`src/rtl/spi_slave_if.sv`:
```
// SPI slave front end for the single-port RAM stage: deserialises {cmd, payload} words and serialises read data on MISO.
// Optional `SPI_FRAME_ERR_EN adds a frame_err pulse for frames cut short by SS_n.
module spi_slave_if #(
    parameter int DATA_W = 8
) (
    input  logic              clk,
    input  logic              rst,
    input  logic              SS_n,
    input  logic              MOSI,
    output logic              MISO,
    output logic [DATA_W+1:0] rx_data,
    output logic              rx_valid,
    input  logic [DATA_W-1:0] tx_data,
    input  logic              tx_valid
`ifdef SPI_FRAME_ERR_EN
    ,
    output logic              frame_err
`endif
);

    localparam int RX_W  = DATA_W + 2;
    localparam int CNT_W = $clog2(RX_W);
    localparam int TXC_W = $clog2(DATA_W);

    typedef enum logic [2:0] {IDLE, CHK_CMD, WRITE, READ_ADD, READ_DATA} state_t;
    // Progress within a data state: shifting in, awaiting RAM data, shifting out, finished.
    typedef enum logic [1:0] {PH_SHIFT, PH_WAIT, PH_SEND, PH_DONE} phase_t;

    state_t            state;
    phase_t            phase;
    logic [RX_W-2:0]   rx_shift;
    logic [CNT_W-1:0]  bit_cnt;
    logic [DATA_W-2:0] tx_shift;
    logic [TXC_W-1:0]  tx_cnt;
    logic              rd_addr_seen;

`ifdef SPI_FRAME_ERR_EN
    logic frame_complete;
    assign frame_complete = (phase == PH_DONE) ||
                            (phase == PH_SEND && tx_cnt == TXC_W'(DATA_W - 1));
`endif

    always_ff @(posedge clk or posedge rst) begin
        if (rst) begin
            state        <= IDLE;
            phase        <= PH_SHIFT;
            rx_shift     <= '0;
            bit_cnt      <= '0;
            tx_shift     <= '0;
            tx_cnt       <= '0;
            rd_addr_seen <= 1'b0;
            rx_data      <= '0;
            rx_valid     <= 1'b0;
            MISO         <= 1'b0;
`ifdef SPI_FRAME_ERR_EN
            frame_err    <= 1'b0;
`endif
        end else begin
            rx_valid <= 1'b0;
`ifdef SPI_FRAME_ERR_EN
            frame_err <= 1'b0;
`endif
            case (state)
                IDLE: begin
                    MISO    <= 1'b0;
                    phase   <= PH_SHIFT;
                    bit_cnt <= '0;
                    if (!SS_n)
                        state <= CHK_CMD;
                end
                CHK_CMD: begin
                    MISO    <= 1'b0;
                    phase   <= PH_SHIFT;
                    bit_cnt <= '0;
                    if (SS_n) begin
                        state <= IDLE;
`ifdef SPI_FRAME_ERR_EN
                        frame_err <= 1'b1;
`endif
                    end else if (!MOSI)
                        state <= WRITE;
                    else if (!rd_addr_seen)
                        state <= READ_ADD;
                    else
                        state <= READ_DATA;
                end
                default: begin
                    if (SS_n) begin
                        state <= IDLE;
                        MISO  <= 1'b0;
`ifdef SPI_FRAME_ERR_EN
                        frame_err <= !frame_complete;
`endif
                    end else begin
                        case (phase)
                            PH_SHIFT: begin
                                MISO     <= 1'b0;
                                rx_shift <= {rx_shift[RX_W-3:0], MOSI};
                                bit_cnt  <= bit_cnt + 1'b1;
                                if (bit_cnt == CNT_W'(RX_W - 1)) begin
                                    rx_data  <= {rx_shift, MOSI};
                                    rx_valid <= 1'b1;
                                    if (state == READ_ADD)
                                        rd_addr_seen <= 1'b1;
                                    if (state == READ_DATA) begin
                                        rd_addr_seen <= 1'b0;
                                        phase        <= PH_WAIT;
                                    end else
                                        phase <= PH_DONE;
                                end
                            end
                            PH_WAIT: begin
                                MISO <= 1'b0;
                                if (tx_valid) begin
                                    MISO     <= tx_data[DATA_W-1];
                                    tx_shift <= tx_data[DATA_W-2:0];
                                    tx_cnt   <= '0;
                                    phase    <= PH_SEND;
                                end
                            end
                            PH_SEND: begin
                                if (tx_cnt == TXC_W'(DATA_W - 1)) begin
                                    MISO  <= 1'b0;
                                    phase <= PH_DONE;
                                end else begin
                                    MISO     <= tx_shift[DATA_W-2];
                                    tx_shift <= {tx_shift[DATA_W-3:0], 1'b0};
                                    tx_cnt   <= tx_cnt + 1'b1;
                                end
                            end
                            default: MISO <= 1'b0;
                        endcase
                    end
                end
            endcase
        end
    end

endmodule

```
`config.mk`:
```
export PLATFORM = sky130hd
export DESIGN_NAME = spi_slave_if
export DESIGN_NICKNAME = d
export VERILOG_FILES = /design/src/rtl/spi_slave_if.sv
export SDC_FILE = /design/constraint.sdc
export NUM_CORES = 1
export LEC_CHECK = 0
export BUFFER_PORTS_ARGS = -buffer_cell sky130_fd_sc_hd__buf_2
export CORE_MARGIN = 2
export CORE_UTILIZATION = 56
export DETAILED_ROUTE_END_ITERATION = 8
export PLACE_DENSITY_LB_ADDON = 0.12
export SYNTH_ARGS = -nofsm -noshare
export SYNTH_HDL_FRONTEND = slang
export SYNTH_SLANG_ARGS = --single-unit
```
`constraint.sdc`:
```
create_clock -name clk -period 2.2 [get_ports clk]
set_clock_uncertainty 0.2 [all_clocks]
set_input_delay 0.55 -clock clk [delete_from_list [all_inputs] [get_ports clk]]
set_output_delay 0.55 -clock clk [all_outputs]
set_load 0.005 [all_outputs]
```
---- Word level (Yosys, flattened, before mapping) ----
Cells that the tools add are included.
operators by class
  add/subtract/negate cells ............... 2
  reductions and logical operators ........ 15
  equal/unequal tests ..................... 14
  mux-type cells .......................... 33
  bitwise operators ....................... 2
operators by type and width
  operator                                                         count
  3-bit two-way mux                                                7
  5-bit AND reduction                                              3
  7-bit two-way mux                                                2
  7-bit one-hot mux with 2 select lines                            1
  2-bit two-way mux                                                6
  4-bit two-way mux                                                3
  3-bit one-hot mux with 2 select lines                            2
  1-bit two-way mux                                                10
  3-bit != test, second input constant                             3
  2-bit != test, second input constant                             4
  3-bit == test, second input constant                             2
  2-bit one-hot mux with 3 select lines                            1
  2-bit nonzero test                                               3
  4-bit by 1-bit adder with 4-bit output, second input constant    1
  4-bit == test, second input constant                             1
  2-bit AND reduction                                              2
  4-bit AND reduction                                              1
  4-bit nonzero test                                               1
  3-bit by 1-bit adder with 3-bit output, second input constant    1
  3-bit by 1-bit == test with 1-bit output, second input constant  1
  3-bit by 2-bit == test with 1-bit output, second input constant  1
  3-bit logical NOT                                                1
  3-bit AND reduction                                              1
  3-bit nonzero test                                               1
  other kinds (6)                                                  7
storage, ports and cells
  output and inout bits ................... 12
  logic and storage cells ................. 76
  flip-flop bits (word level) ............. 41
  input bits .............................. 13

---- Logic depth before layout (Yosys ltp) ----
Gate-level depths: netlist of run 1.
  depth after elaboration ................. 6
  mapped depth ............................ 7
  depth with buffers taken out ............ 6

---- Worst setup path before layout of run 1 ----
No wires, ideal clock.
  path kind ............................... input -> register
  start point ............................. in SS_n
  end point ............................... reg rx_data[0]
  buffers on the path ..................... 2
  setup time .............................. 0.125 ns
  arrival ................................. 1.716 ns
  data required time ...................... 1.875 ns
  setup slack ............................. 0.159 ns
  stages .................................. 5
  cell sequence ........................... buf_2 nand2b_1 nor3_2 buf_2 mux2_2
between the ends
  cells in the longest elaborated chain, start to end .. 2
RTL lines
  item                                  RTL line  text
  start: declaration                    8         input logic SS_n,
  1-bit NOT (no source line)            --
  4-bit AND reduction (no source line)  --
  end signal: assignment                101       rx_data <= {rx_shift, MOSI};
  end: declaration                      11        output logic [DATA_W+1:0] rx_data,
Every way passes these cells.
A chain may end at the register's enable or synchronous reset.

---- Worst setup path after layout of run 1 ----
  start point ............................. reg phase[0]
  end point ............................... reg tx_shift[1]
between the ends
  cells in the longest elaborated chain, start to end .. 3
  elaborated cells on any way between the ends .. 7
  those cells by class .................... eq/ne: 4; mux: 1; reduce/logical: 2
RTL lines
  item                                                                              RTL line  text
  start: declaration                                                                30        phase_t phase;
  start signal: assignment                                                          46        phase <= PH_SHIFT;
  start signal: assignment                                                          66        phase <= PH_SHIFT;
  start signal: assignment                                                          73        phase <= PH_SHIFT;
  2-bit == test / 2-bit by 1-bit == test with 1-bit output (equally long branches)  95        case (phase)
  2-bit != test (no source line) / 2-bit nonzero test (equally long branches)       --
  5-bit AND reduction (no source line)                                              --
  end signal: assignment                                                            116       tx_shift <= tx_data[DATA_W-2:0];
  end signal: assignment                                                            127       tx_shift <= {tx_shift[DATA_W-3:0], 1'b0};
  end: declaration                                                                  33        logic [DATA_W-2:0] tx_shift;
Several ways; a longest one is shown, not always the timed one.

==> results of run 1 <==
[cells by family (layout without fill, tap and decap cells)]
logic type	count (synthesis)	in the layout
simple gates	36	36
compound gates	21	21
fa+ha+maj	7	7
buf+inv	13	47
xor+xnor	3	3
flops	41	41
mux	27	27
[registers in the layout, indices dropped and copies added, names as in the netlist, 2 cells and up]
register  count
rx_data      10
rx_shift      9
tx_shift      7
bit_cnt       4
state         3
tx_cnt        3
phase         2
[layout make-up]
class	instances	area, um^2
clock buffers	8	48.80
multi-input cells	94	774.5
fillers	279	996.0
inverters	8	30.03
repair buffers	31	172.7
well taps	44	55.05
flip-flops and latches	41	1026
[worst min-delay path: cells and delay by family]
family	cells	cell delay, ps
buffers and inverters	3	560
[report_power, final]
group	leakage (nW)	switching, mW	internal, mW
clock network	0.0265	0.229	0.128
registers	0.541	0.0658	0.843
logic	0.436	0.0716	0.0951
[worst paths after layout]
path / start / end / slack [ps] / cells past startpoint
worst max-delay path: phase[0] / tx_shift[1] / 200 / 7
worst min-delay path: rst / rx_data[8] / 100 / 3
worst max register to register: phase[0] / tx_shift[1] / 200 / 7
worst min register to register: state[2] / rd_addr_seen / 280 / 1
max in group asynchronous: rst / tx_shift[6] / 1350 / 3
min in group clk: state[2] / rd_addr_seen / 280 / 1
[Yosys cell counts (2+ instances only)]
master,count
sky130_fd_sc_hd__o21ai_0,4
sky130_fd_sc_hd__nor2_1,13
sky130_fd_sc_hd__dfrtp_1,41
sky130_fd_sc_hd__buf_2,3
sky130_fd_sc_hd__ha_1,7
sky130_fd_sc_hd__a31oi_1,2
sky130_fd_sc_hd__nor2_2,2
sky130_fd_sc_hd__nor2b_1,4
sky130_fd_sc_hd__nand2_1,3
sky130_fd_sc_hd__nand3_1,4
sky130_fd_sc_hd__mux2i_1,7
sky130_fd_sc_hd__mux2_2,19
sky130_fd_sc_hd__a21oi_1,7
sky130_fd_sc_hd__nand2b_1,3
sky130_fd_sc_hd__inv_1,8
sky130_fd_sc_hd__xor2_1,2
[repair_timing]
item	CTS	global route
hold endpoints to repair	0	0
endpoints found under the setup margin	0	1
hold buffers	0	0
gates resized for setup	0	1
[metal layers]
| layer | global-route usage, % | vias up |
|---|---|---|
| li1 | - | 583 |
| met1 | 23.43 | 569 |
| met2 | 32.98 | 20 |
| met3 | 7.773 | 8 |
| met4 | 8.207 | 0 |
| met5 | 0 | - |
[metrics by stage]
step,cells,hold WS [ps]
finish,226,97.12
global route,226,126.5
CTS,226,108.8
detailed placement,218,264.1
global placement,218,251.6
floorplan,148,237.5
==> results.txt, run 1 <==
Yosys attributes the largest share of cell area to sky130_fd_sc_hd__dfrtp_1 (56%), sky130_fd_sc_hd__mux2_2 (12%), sky130_fd_sc_hd__ha_1 (4.7%). Category of the worst setup path capture point: a register. The remaining number of nets flagged by the antenna check after routing was 0; the die boundary height was 61.45 um. The synthesized netlist contains 35 unique library cells.

For the worst setup path, the data required time is 2270 ps. The die outline width works out to 61.45 um. The critical path is of the reg -> reg type. Summing the areas of all compound-gate instances in the mapped netlist gives 8.666% of the synthesized area. The flow ran to the end, and the final reports show no timing, DRC or antenna violations. Worst hold path class: in -> async. The tools report the hold violation total from the final report as 0. For the first-pass iteration count of the detailed router, the log shows 4. TritonCTS built the clock tree.

The tree is rooted in a sky130_fd_sc_hd__clkbuf_4. The synthesized net count came out at 168. In this run the power density over the cells is 679.7 mW/mm^2. The logs give 2 for the maximum clock path buffer count and 0.7601 for the global placer's final weighted congestion. Of all flip-flops after synthesis, the portion carrying an async set or reset was 100.0%. The library cells used most frequently in the layout, excluding fill and tap cells, are sky130_fd_sc_hd__dfrtp_1 (41), sky130_fd_sc_hd__buf_2 (24), sky130_fd_sc_hd__mux2_2 (19).

The number of design-rule violations left by the first detailed-router iteration is 39. The number of port buffers was 24; the cell area after placement was 0.002046 mm^2. The starting density of the core is 59.56%, and the number of levels in the clock H-tree is 2. The placed wire-length estimate came out at 2300 um. Wire length the detailed router placed on met1: 1434 um. The top flip-flop cell by instance count after synthesis is sky130_fd_sc_hd__dfrtp_1. The logs give 0 for the aggregate global routing overflow and 0 for the total number of yosys warnings. Entering global routing, the biggest net connects 42 pins. The overall fraction of global-route tracks in use was 19.98%; the sink count of the clock tree was 41.

After synthesis, the mean cell area works out to 12.49 um^2. Summed over all cells, the static leakage comes to 1.004 nW. The tools report the achievable clock frequency as 499.7 MHz.

The run gives 1180 as the detailed-route via count. Number of buffers created by CTS: 5. The met3 wire length was 145 um; the post-detailed-route via-to-cell ratio was 5.221.

Setup repair after global routing left no endpoint under its margin. The run gives 0 ps as the summed negative setup slack over all endpoints. The share of synthesized area in the top cell type comes to 55.52%.

For this design the top-level I/O count stands at 25. The number of flops mapped to enable cells by yosys is 0, and the final core area utilization is 67.90%. Summing the sequential cell areas from Yosys gives 55.52% of the chip area.

For the wire length on met2, the log shows 1543 um. For the slack of the critical path, the log shows 198.6 ps. The floorplan step defined a die boundary enclosing 0.003775 mm^2. OpenSTA, run right after detailed placement, puts the worst setup slack at 152.8 ps. The final wirelength is 3183 um. The area share of xor/xnor cells in the synthesized design is 1.422%. The slowest library cell on the worst path is sky130_fd_sc_hd__dfrtp_1.

After Yosys synthesis, and, or, nand and nor cells account for 10.22% of the synthesized area. The share of the clock period used by the worst path is 90.97%, and the count of final setup violators is 0. After synthesis the cells add up to 0.001848 mm^2.

The later-pin clock latency in the skew report came out at 350 ps. The highest layer touched by signal routing is met4. After clock tree synthesis, the clock-pin slew on the worst setup and hold paths is 120 ps. Walking the worst path, the cells encountered are inv_1 > ha_1 > mux2i_1 > a2111oi_4 > buf_4 > nor2_1 > a21oi_1. STA classifies the critical path startpoint as a register. On the critical path the largest part of the delay comes from compound AO/OA/AOI/OAI gates. The biggest cell delay along the critical path was 390 ps. The number of storage elements in the synthesis netlist was 41; the post-CTS repair timing setup buffer count was 0. The number of global-route vias before repair is 1235, and the routed wire length per instance is 14.08 um. Data on the critical path arrives at its endpoint at 2070 ps.

Largest area contributor in the synthesized netlist: sky130_fd_sc_hd__dfrtp_1. The share of final-layout standard cells stronger than drive strength 1 was 34.07%. The logs give 0 for the final count of pins violating max slew and 0 for the max-capacitance violation count. Total power for the finished layout comes to 1.432 mW. Measured against its own limit, the worst slew margin works out to 66.75%.

In the routed design, unresolved DRC markers number 0. The final layout contains 201 nets. Share of synthesized area spent on multiplexers: 16.18%.

The adder and majority cell fraction of the synthesized area works out to 4.739%. The tools report the row count as 20. The buffers plus inverters on the worst setup path is 2, and the maximum ir drop on the vdd rail is 540.2 uV.

Leading cell type in the layout, fill and taps excluded: sky130_fd_sc_hd__dfrtp_1. Along the worst path, the maximum fanout reaches 10. The final critical delay including setup and external delays is 2001 ps.

Synthesis produced a netlist whose cell count is 148. Compared with the post-synthesis result, the final layout area differs by 14.01%. The slew of the pin with the lowest slew margin is 498.7 ps, and the final antenna diode count is 0. The initial antenna violation count was 0. The first global-routing pass estimated 5354 um of wire.

After floorplanning, the core was sized to cover 0.003103 mm^2. By area, the combinational part of the netlist is dominated by multiplexers. Summed area of non-filler cells in the final layout: 0.002107 mm^2.
Power figures use the tool's default switching activity.
==> run 2, diff against run 1 <==
==> constraint.sdc (replaced) <==
create_clock -name clk -period 2.2 [get_ports clk]
set_clock_uncertainty 0.2 [all_clocks]
set_input_delay 0.11 -clock clk [delete_from_list [all_inputs] [get_ports clk]]
set_output_delay 0.11 -clock clk [all_outputs]
set_load 0.005 [all_outputs]
==> results.txt, run 2 (synthesis gave the netlist of run 1 again) <==
The global-route wire length before repair is 5492 um (+2.6%), and the post-CTS repair timing setup buffer count is 0 (unchanged). The library cells used most frequently in the layout, excluding fill and tap cells, are sky130_fd_sc_hd__dfrtp_1 (41), sky130_fd_sc_hd__buf_2 (24), sky130_fd_sc_hd__mux2_2 (19). The share of final-layout standard cells stronger than drive strength 1 was 32.64% (-1.4 points); the global placer's final weighted congestion was 0.7513 (-1.2%).

The number of remaining DRC errors is 0 (unchanged). The worst endpoint required time was 2230 ps (-40 ps). Maximum clock path buffer count: 2 (unchanged).

rx_data holds more flip-flops than any other register. Hold violation total from the final report: 0 (unchanged). The worst setup path is launched from a register. The achievable clock frequency came out at 487.5 MHz (-2.4%). Clock tree synthesis selected as its root buffer the cell sky130_fd_sc_hd__clkbuf_4. The logs give 2 (unchanged) for the number of levels in the clock H-tree and 1298 (+5.1%) for the number of global-route vias before repair. The number of buffers created by CTS is 5 (unchanged), and the number of port buffers is 24 (unchanged). The category of the worst setup path capture point is a register. The number of filler cells placed in the layout is 251 (-10%).

The routed wire length per instance works out to 13.90 um (-1.3%). The final critical delay including setup and external delays is 2051 ps (+49.77 ps). The largest registers in the layout are rx_data (10), rx_shift (9), tx_shift (7). The worst slew margin relative to its limit is 65.77% (-0.98 points). For the final count of pins violating max slew, the log shows 0 (unchanged).

The summed area of non-filler cells in the final layout is 0.002226 mm^2 (+5.6%). Share of the clock period used by the worst path: 93.23% (+2.3 points). The run gives 145.2 ps (-7.609 ps) as the worst slack at placement. The core area is 0.003103 mm^2 (unchanged). The tools report the placed wire-length estimate as 2311 um (+0.49%). The slack of the worst reg-to-reg path was 150 ps (-50 ps).

The post-detailed-route via-to-cell ratio is 5.354 (+2.6%), and the first-pass iteration count of the detailed router is 4 (unchanged). The tools report the later-pin clock latency in the skew report as 340 ps (about the same). Biggest fanout along the worst timing path: 9 (-1). The sum of internal, switching and leakage power is 1.453 mW (+1.4%). The number of flip-flops under the largest register name is 10 (unchanged), and the number of design-rule violations left by the first detailed-router iteration is 51 (+31%). The flow ran to the end, and the final reports show no timing, DRC or antenna violations. Final antenna diode count: 0 (unchanged). Relative to the synthesized area, the layout overhead comes to 20.45%.

The cell area after placement was 0.002038 mm^2 (-0.37%); the power density over cell area was 652.7 mW/mm^2 (-4.0%). The logs give 212 (+5.5%) for the final layout net count and 20.00% (about the same) for the overall fraction of global-route tracks in use. The row count was 20 (unchanged); the die outline width was 61.45 um (unchanged).

The run gives 0 (unchanged) as the count of final setup violators. The worst register-to-register path begins at phase[0]. Sink count of the clock tree: 41 (unchanged). Arrival time of data at the critical path endpoint: 2080 ps (about the same). Leaving out fill and tap cells, the most frequent cell in the layout is sky130_fd_sc_hd__dfrtp_1. Detailed-route via count: 1269 (+7.5%).

The top-level port count is 25 (unchanged). The tools report the die footprint as 0.003775 mm^2 (unchanged). The die boundary height works out to 61.45 um (unchanged).

The starting density of the core was 59.56% (unchanged). In this run the critical register-to-register path is captured at rx_shift[7]. The max-capacitance violation count was 0 (unchanged). The critical path is of the reg -> reg type.

TritonCTS built the clock tree. The slew of the pin with the lowest slew margin is 511.5 ps (+12.80 ps). The clock-pin slew of the registers on the worst-case setup and hold paths was 120 ps (about the same); the final wirelength was 3294 um (+3.5%). The worst reg2reg path depth came out at 5 (-2). The maximum number of pins on one net before global-route repair is 42 (unchanged), and the slack of the critical path is 148.8 ps (-49.77 ps).

Aggregate global routing overflow: 0 (unchanged). Maximum ir drop on the vdd rail: 459.6 uV (-15%). The worst hold path belongs to the class in -> async. For the initial antenna violation count, the log shows 0 (unchanged). The worst hold slack after final layout came out at 224.2 ps (+127.1 ps).

The leakage power figure is 1.046 nW (+4.2%). For the remaining number of nets flagged by the antenna check after routing, the log shows 0 (unchanged).
[run 2: metrics by stage]
step / utilization, % / instances / setup TNS, ps
after floorplan: - / 148 / 0
after global placement: 65.69 / 217 / 0
after detailed placement: 65.69 / 217 / 0
after CTS: 71.25 / 237 / 0
after global routing: 71.73 / 237 / -2.478
final: 71.73 / 237 / 0
[run 2: report_power, final]
group	internal [mW]	leakage (nW)	switching, mW	total [mW]
registers	0.843	0.541	0.0661	0.909
clock network	0.126	0.0255	0.231	0.358
logic	0.107	0.480	0.0787	0.186
total	1.08	1.05	0.376	1.45
[run 2: layer usage]
| metal | vias up | global-route usage [%] | wire length, um |
|---|---|---|---|
| li1 | 610 | - | - |
| met1 | 627 | 25.03 | 1520 |
| met2 | 28 | 34.19 | 1634 |
| met3 | 4 | 5.672 | 112 |
| met4 | 0 | 5.471 | 26 |
| met5 | - | 0 | 0 |
[run 2: area by class of cell]
class	count	area [um^2]	share of cell area, %
flip-flops and latches	41	1026	46.09
multi-input cells	94	777.0	34.91
repair buffers	42	285.3	12.82
well taps	44	55.05	2.473
clock buffers	7	45.04	2.024
inverters	8	30.03	1.349
clock inverters	1	7.507	0.3373
[run 2: worst max-delay path by stage]
stage / slack [ps] / start / end / cells after the start
after floorplan: 190 / tx_cnt[0] / tx_shift[0] / 4
after global placement: 300 / phase[0] / phase[0] / 6
after detailed placement: 150 / phase[0] / phase[0] / 6
after CTS: 120 / phase[0] / phase[0] / 6
after global routing: -2 / phase[0] / rx_shift[2] / 5
final: 150 / phase[0] / rx_shift[7] / 5
[run 2: what timing repair did]
action                                 4_1_cts  5_1_grt
gates resized for setup                      0        2
endpoints found under the hold margin       54        0
setup endpoints to repair                    0        2
hold buffers                                12        0
[run 2: critical path, cell delays in order, from the launching register on]
cell and delay [ps]:
sky130_fd_sc_hd__dfrtp_1 410, sky130_fd_sc_hd__inv_1 110, sky130_fd_sc_hd__ha_1 290, sky130_fd_sc_hd__nand2b_1 140, sky130_fd_sc_hd__nor2_2 390, sky130_fd_sc_hd__mux2_2 390
